$ cat config.mk
export PLATFORM = sky130hd
export DESIGN_NAME = stopwatch_control
export DESIGN_NICKNAME = d
export VERILOG_FILES = /design/src/rtl/stopwatch_control_pkg.sv /design/src/rtl/stopwatch_control_button.sv /design/src/rtl/stopwatch_control.sv
export SDC_FILE = /design/constraint.sdc
export NUM_CORES = 1
export LEC_CHECK = 0
export BUFFER_PORTS_ARGS = -buffer_cell sky130_fd_sc_hd__buf_2
export CORE_MARGIN = 4
export CORE_UTILIZATION = 45
export DETAILED_ROUTE_END_ITERATION = 10
export PLACE_DENSITY = 0.84
export REMOVE_ABC_BUFFERS = 1
export SLEW_MARGIN = 20
export SYNTH_ARGS = -nofsm -noshare
export SYNTH_HDL_FRONTEND = slang
export SYNTH_SLANG_ARGS = --single-unit
$ cat constraint.sdc
create_clock -name clk -period 1.95 [get_ports clk]
set_input_delay 0.2925 -clock clk [delete_from_list [all_inputs] [get_ports clk]]
set_output_delay 0.2925 -clock clk [all_outputs]
set_load 0.02 [all_outputs]
$ cat src/rtl/stopwatch_control_pkg.sv
// Shared types and constants for the stopwatch run/lap controller.
// State encoding is fixed so debug probes read the same everywhere.
package stopwatch_control_pkg;

  localparam int BCD_DIGIT_WIDTH = 4;

  typedef enum logic [1:0] {
    ST_IDLE  = 2'd0,
    ST_RUN   = 2'd1,
    ST_LAP   = 2'd2,
    ST_PAUSE = 2'd3
  } state_e;

endpackage

$ cat src/rtl/stopwatch_control_button.sv
// Button synchroniser plus rising-edge detector.
// Flops reset high so a button held through reset never yields a press.
module button_edge_detector #(
  parameter int SYNC_STAGES = 2
) (
  input  logic clk,
  input  logic rst_n,
  input  logic in,
  output logic press
);

  logic [SYNC_STAGES-1:0] sync_q, sync_d;
  logic prev_q, prev_d;
  logic press_q, press_d;

  always_comb begin
    sync_d    = sync_q;
    sync_d[0] = in;
    for (int i = 1; i < SYNC_STAGES; i++) begin
      sync_d[i] = sync_q[i-1];
    end
    prev_d  = sync_q[SYNC_STAGES-1];
    // registered so the FSM sees a clean one-cycle pulse
    press_d = sync_q[SYNC_STAGES-1] & ~prev_q;
  end

  always_ff @(posedge clk) begin
    if (!rst_n) begin
      sync_q  <= '1;
      prev_q  <= 1'b1;
      press_q <= 1'b0;
    end else begin
      sync_q  <= sync_d;
      prev_q  <= prev_d;
      press_q <= press_d;
    end
  end

  assign press = press_q;

endmodule

$ cat src/rtl/stopwatch_control.sv
// Run/pause/lap/clear controller ahead of the stopwatch counter chain.
// Gates the 1 Hz tick, issues counter clears and freezes lap values.
module stopwatch_control
  import stopwatch_control_pkg::*;
#(
  parameter int NUMBER_OF_DIGITS = 4,
  parameter int SYNC_STAGES      = 2
) (
  input  logic clk,
  input  logic rst_n,
  input  logic btn_start_stop,
  input  logic btn_lap_reset,
  input  logic tick,
  input  logic [BCD_DIGIT_WIDTH*NUMBER_OF_DIGITS-1:0] live_number,
  output logic count_en,
  output logic count_clr,
  output logic [BCD_DIGIT_WIDTH*NUMBER_OF_DIGITS-1:0] display_number,
  output logic running,
  output logic lap_active
);

  localparam int W = BCD_DIGIT_WIDTH * NUMBER_OF_DIGITS;

  logic ss_press, lr_press, lap_req;

  state_e state_q, state_d;
  logic [W-1:0] lap_q, lap_d;
  logic clr_q, clr_d;
  logic running_q, running_d;
  logic lap_act_q, lap_act_d;

  button_edge_detector #(
    .SYNC_STAGES(SYNC_STAGES)
  ) u_ss (
    .clk   (clk),
    .rst_n (rst_n),
    .in    (btn_start_stop),
    .press (ss_press)
  );

  button_edge_detector #(
    .SYNC_STAGES(SYNC_STAGES)
  ) u_lr (
    .clk   (clk),
    .rst_n (rst_n),
    .in    (btn_lap_reset),
    .press (lr_press)
  );

  always_comb begin
    state_d = state_q;
    lap_d   = lap_q;
    clr_d   = 1'b0;
    // start/stop wins; a simultaneous lap press is dropped
    lap_req = lr_press & ~ss_press;
    unique case (state_q)
      ST_IDLE, ST_PAUSE: begin
        unique case (1'b1)
          ss_press: state_d = ST_RUN;
          lap_req: begin
            state_d = ST_IDLE;
            clr_d   = 1'b1;
          end
          default: ;
        endcase
      end
      ST_RUN: begin
        unique case (1'b1)
          ss_press: state_d = ST_PAUSE;
          lap_req: begin
            state_d = ST_LAP;
            lap_d   = live_number;
          end
          default: ;
        endcase
      end
      ST_LAP: begin
        unique case (1'b1)
          ss_press: state_d = ST_PAUSE;
          lap_req:  state_d = ST_RUN;
          default: ;
        endcase
      end
      default: state_d = ST_IDLE;
    endcase
    if (clr_d) lap_d = '0;
    running_d = (state_d == ST_RUN) |
                (state_d == ST_LAP);
    lap_act_d = (state_d == ST_LAP);
  end

  always_ff @(posedge clk) begin
    if (!rst_n) begin
      state_q   <= ST_IDLE;
      lap_q     <= '0;
      clr_q     <= 1'b0;
      running_q <= 1'b0;
      lap_act_q <= 1'b0;
    end else begin
      state_q   <= state_d;
      lap_q     <= lap_d;
      clr_q     <= clr_d;
      running_q <= running_d;
      lap_act_q <= lap_act_d;
    end
  end

  assign count_en = tick & ((state_q == ST_RUN) |
                            (state_q == ST_LAP));
  assign count_clr      = clr_q;
  assign running        = running_q;
  assign lap_active     = lap_act_q;
  assign display_number = lap_act_q ? lap_q : live_number;

endmodule

==> summary.md <==
| Metric | Value |
|---|---|
| Largest net degree at the start of global routing | 17 |
| Row count | 19 |
| Multi-input gate area in the final layout | 626 um^2 |
| Initial Utilization | 46.7% |
| Area after DPL | 0.00149 mm^2 |
| Post-Synth Adder-Cell Area | 3.92% |
| Simple-gate share of the synthesized area | 21.2% |
| Post-place setup slack | 257 ps |
| Fraction of layout instances using a drive strength above 1 | 40.0% |
| Final standard cell utilization of the core | 56.5% |
| First-pass GRT wire length | 3.63 mm |
| Clk pwr share | 32.2% |
| Result of the run | completed |
| Number of synthesized register bits | 29 |
| Part of the total power dissipated in combinational logic | 13.0% |
| WP data arrival | 1490 ps |
| Flop pwr share | 54.8% |
| Number of vias after detailed routing | 1012 |
| Type of element capturing the critical path | output pin |
| Switch share | 24.4% |
| Xor/xnor cell area share of the yosys netlist | 0% |
| Worst skew pair latency | 320 ps |
| Cell-by-cell trace of the critical path | buf_4, mux2_2, buf_2 |
| Total iterations of the first detailed-routing run | 4 |
| Drt drc | 0 |
| Worst min path class | input pin to flip-flop |
| Clock Sinks | 29 |
| Clock skew | 7.29 ps |
| Worst-case vdd ir drop | 0.484 mV |
| Cell at the root of the clock tree | sky130_fd_sc_hd__clkbuf_4 |
| Overall fraction of global-route tracks in use | 13.1% |
| Largest stage delay on the critical path | 450 ps |
| Clock tree buffer depth | 2 |
| Count of antenna diodes in the layout | 0 |
| Power per standard cell area | 716 mW/mm^2 |
| DPL Wire Length | 1.71 mm |
| Synth Area per Inst | 9.32 um^2 |
| Final Max Slew Viols | 0 |
| Number of buffers inserted during clock tree synthesis | 5 |
| CTS tree | done |
| Via count of the first global-routing pass | 931 |
| Mux contribution to synthesized area | 14.1% |
| Post-layout instance count excluding filler cells | 211 |
| Maximum fanout count along the critical path | 10 |
| Final wirelength | 2.27 mm |
| Number of setup buffers added after CTS | 0 |
| Hold buffers post-CTS | 0 |
| Leakage dissipation | 0.637 nW |
| Reported max-cap violation count | 0 |
| Overall overflow remaining after global route | 0 |
| Post-layout minimum cycle time | 1780 ps |
| Number of DRC markers in iteration 0 | 28 |
| Average detailed-routed wire length per instance | 10.7 um |
| Relative slew slack | 77.1% |
| Compound-cell area share of the yosys netlist | 9.79% |
| Net switching power | 270 uW |
| Combinational family with the most area after synthesis | simple AND/OR/NAND/NOR gates |
| Transition at the pin with the smallest max-transition slack | 342 ps |
| Post-route clock period utilization | 91.4% |
| Type of element launching the critical path | flip-flop |
| Number of unique standard cell types used by synthesis | 25 |
| Data required time of the critical path | 1660 ps |
| Sequential-to-total area share from yosys stat | 45.4% |
| Clk slew on worst S/H paths | 80 ps |
| Total design power | 1.11 mW |
| DIE WIDTH | 61.3 um |
| Sequential cell area | 581 um^2 |
| Nets@finish | 205 |
| Sum Neg Setup Slack | 0 ps |
| Unrepaired setup endpoints after global routing | false |
| Gate count after technology mapping | 137 |
| Cell type of the slowest stage on the worst timing path | sky130_fd_sc_hd__dfxtp_1 |
| Number of buffers inserted by port buffering | 40 |
| Combined area of all synthesized cells | 0.00128 mm^2 |
| Final setup violation count | 0 |
| CORE AREA | 0.00273 mm^2 |
| Number of antenna violations at the first check in global routing | 0 |
| DRT antenna net count | 0 |
| Resize count post-CTS | 0 |
| Final Wtd Congestion | 0.883 |
| Achievable frequency | 561 MHz |
| Yosys Warn Count | 0 |
| Via density per instance | 4.80 |
| Cell-internal power | 836 uW |
| Die area | 0.00376 mm^2 |
| Synthesis-to-finish area growth | 21.0% |
| # placed instances | 204 |
| Depth of the CTS H-tree | 2 |
| Worst hold-check slack | 150 ps |
| Number of hold violations in the final report | 0 |
| Class of the most critical setup path | flip-flop to output pin |
| Number of top-level design ports | 41 |
| Final worst setup slack | 168 ps |
| Summed area of non-filler cells in the final layout | 0.00155 mm^2 |
| Number of fillers in the final layout | 253 |
| Chip Height | 61.3 um |
-- area by class of cell --
| class | count | share of cell area, % |
|---|---|---|
| multi-input cells | 96 | 40.5 |
| repair buffers | 44 | 14.9 |
| clock buffers | 7 | 3.56 |
| flip-flops and latches | 29 | 37.6 |
| inverters | 4 | 0.972 |
| well taps | 31 | 2.51 |
-- path summary, 6_finish.rpt --
check / slack, ps / startpoint / depth (start not counted) / end
max: 170 / lap_active / 3 / display_number[11]
min: 150 / btn_lap_reset / 2 / u_lr.sync_q[0]
max reg2reg: 230 / state_q[0] / 7 / lap_active
min reg2reg: 380 / u_lr.prev_q / 1 / u_lr.press
-- registers in the layout, indices dropped and copies added, names as in the netlist --
register,cells
lap_q,16
u_lr.press,1
lap_active,1
u_ss.sync_q,2
state_q,2
u_ss.prev_q,1
running,1
u_ss.press,1
count_clr,1
u_lr.sync_q,2
u_lr.prev_q,1
-- cells by family after synthesis --
group | Yosys count
muxes | 16
and+or+nand+nor | 56
AOI/OAI and AO/OA | 20
DFF | 29
buffers and inverters | 12
adders and majority gates | 4
-- worst max-delay path: cells and delay by family, from the launching register on --
family   cells  cell delay [ps]
mux          1              350
buf+inv      2              380
flops        1              450
-- cell usage in the layout (no fill, tap or decap), types with 2 or more instances in the layout --
cell type,synthesis,layout
sky130_fd_sc_hd__a21oi_1,12,12
sky130_fd_sc_hd__a21oi_2,4,4
sky130_fd_sc_hd__and2_1,2,2
sky130_fd_sc_hd__buf_2,3,40
sky130_fd_sc_hd__buf_4,2,4
sky130_fd_sc_hd__clkbuf_4,0,5
sky130_fd_sc_hd__dfxtp_1,29,29
sky130_fd_sc_hd__ha_1,4,4
sky130_fd_sc_hd__inv_1,4,4
sky130_fd_sc_hd__mux2_2,16,16
sky130_fd_sc_hd__nand2_1,35,35
sky130_fd_sc_hd__nand2b_1,6,6
sky130_fd_sc_hd__nand3b_1,2,2
sky130_fd_sc_hd__nor2_1,4,4
sky130_fd_sc_hd__nor3_1,2,2
-- Yosys cell counts (all sizes together) --
cell	number	area, um^2
nand2b	6	37.5
inv	4	15.0
and3b	1	8.76
o21ai	1	5.00
nor3b	1	7.51
and2	2	12.5
nor4b	1	15.0
o211ai	1	7.51
nand2	35	131
nor2	4	15.0
nand3b	3	26.3
clkbuf	1	3.75
a21oi	16	95.1
nor2b	1	6.26
buf	7	52.5
nor3	2	10.0
mux2	16	180
ha	4	50.1
dfxtp	29	581
o311a	1	10.0
o31ai	1	7.51
-- per-layer routing --
metal | global-route usage, % | vias up | part of all wire [%]
li1 | - | 545 | -
met1 | 14.2 | 435 | 43
met2 | 22.5 | 29 | 46
met3 | 5.66 | 3 | 9.0
met4 | 4.64 | 0 | 1.2
met5 | 0 | - | 0
-- power groups by stage --
stage | clock network [mW] | registers (mW) | logic, mW
2_1_floorplan | 0 | 0.624 | 0.0816
3_3_place_gp | 0 | 0.619 | 0.144
3_5_place_dp | 0 | 0.620 | 0.146
4_1_cts | 0.374 | 0.606 | 0.146
5_1_grt | 0.399 | 0.607 | 0.158
6_report | 0.356 | 0.606 | 0.144
No activity file was read; power rests on OpenSTA's default activity.
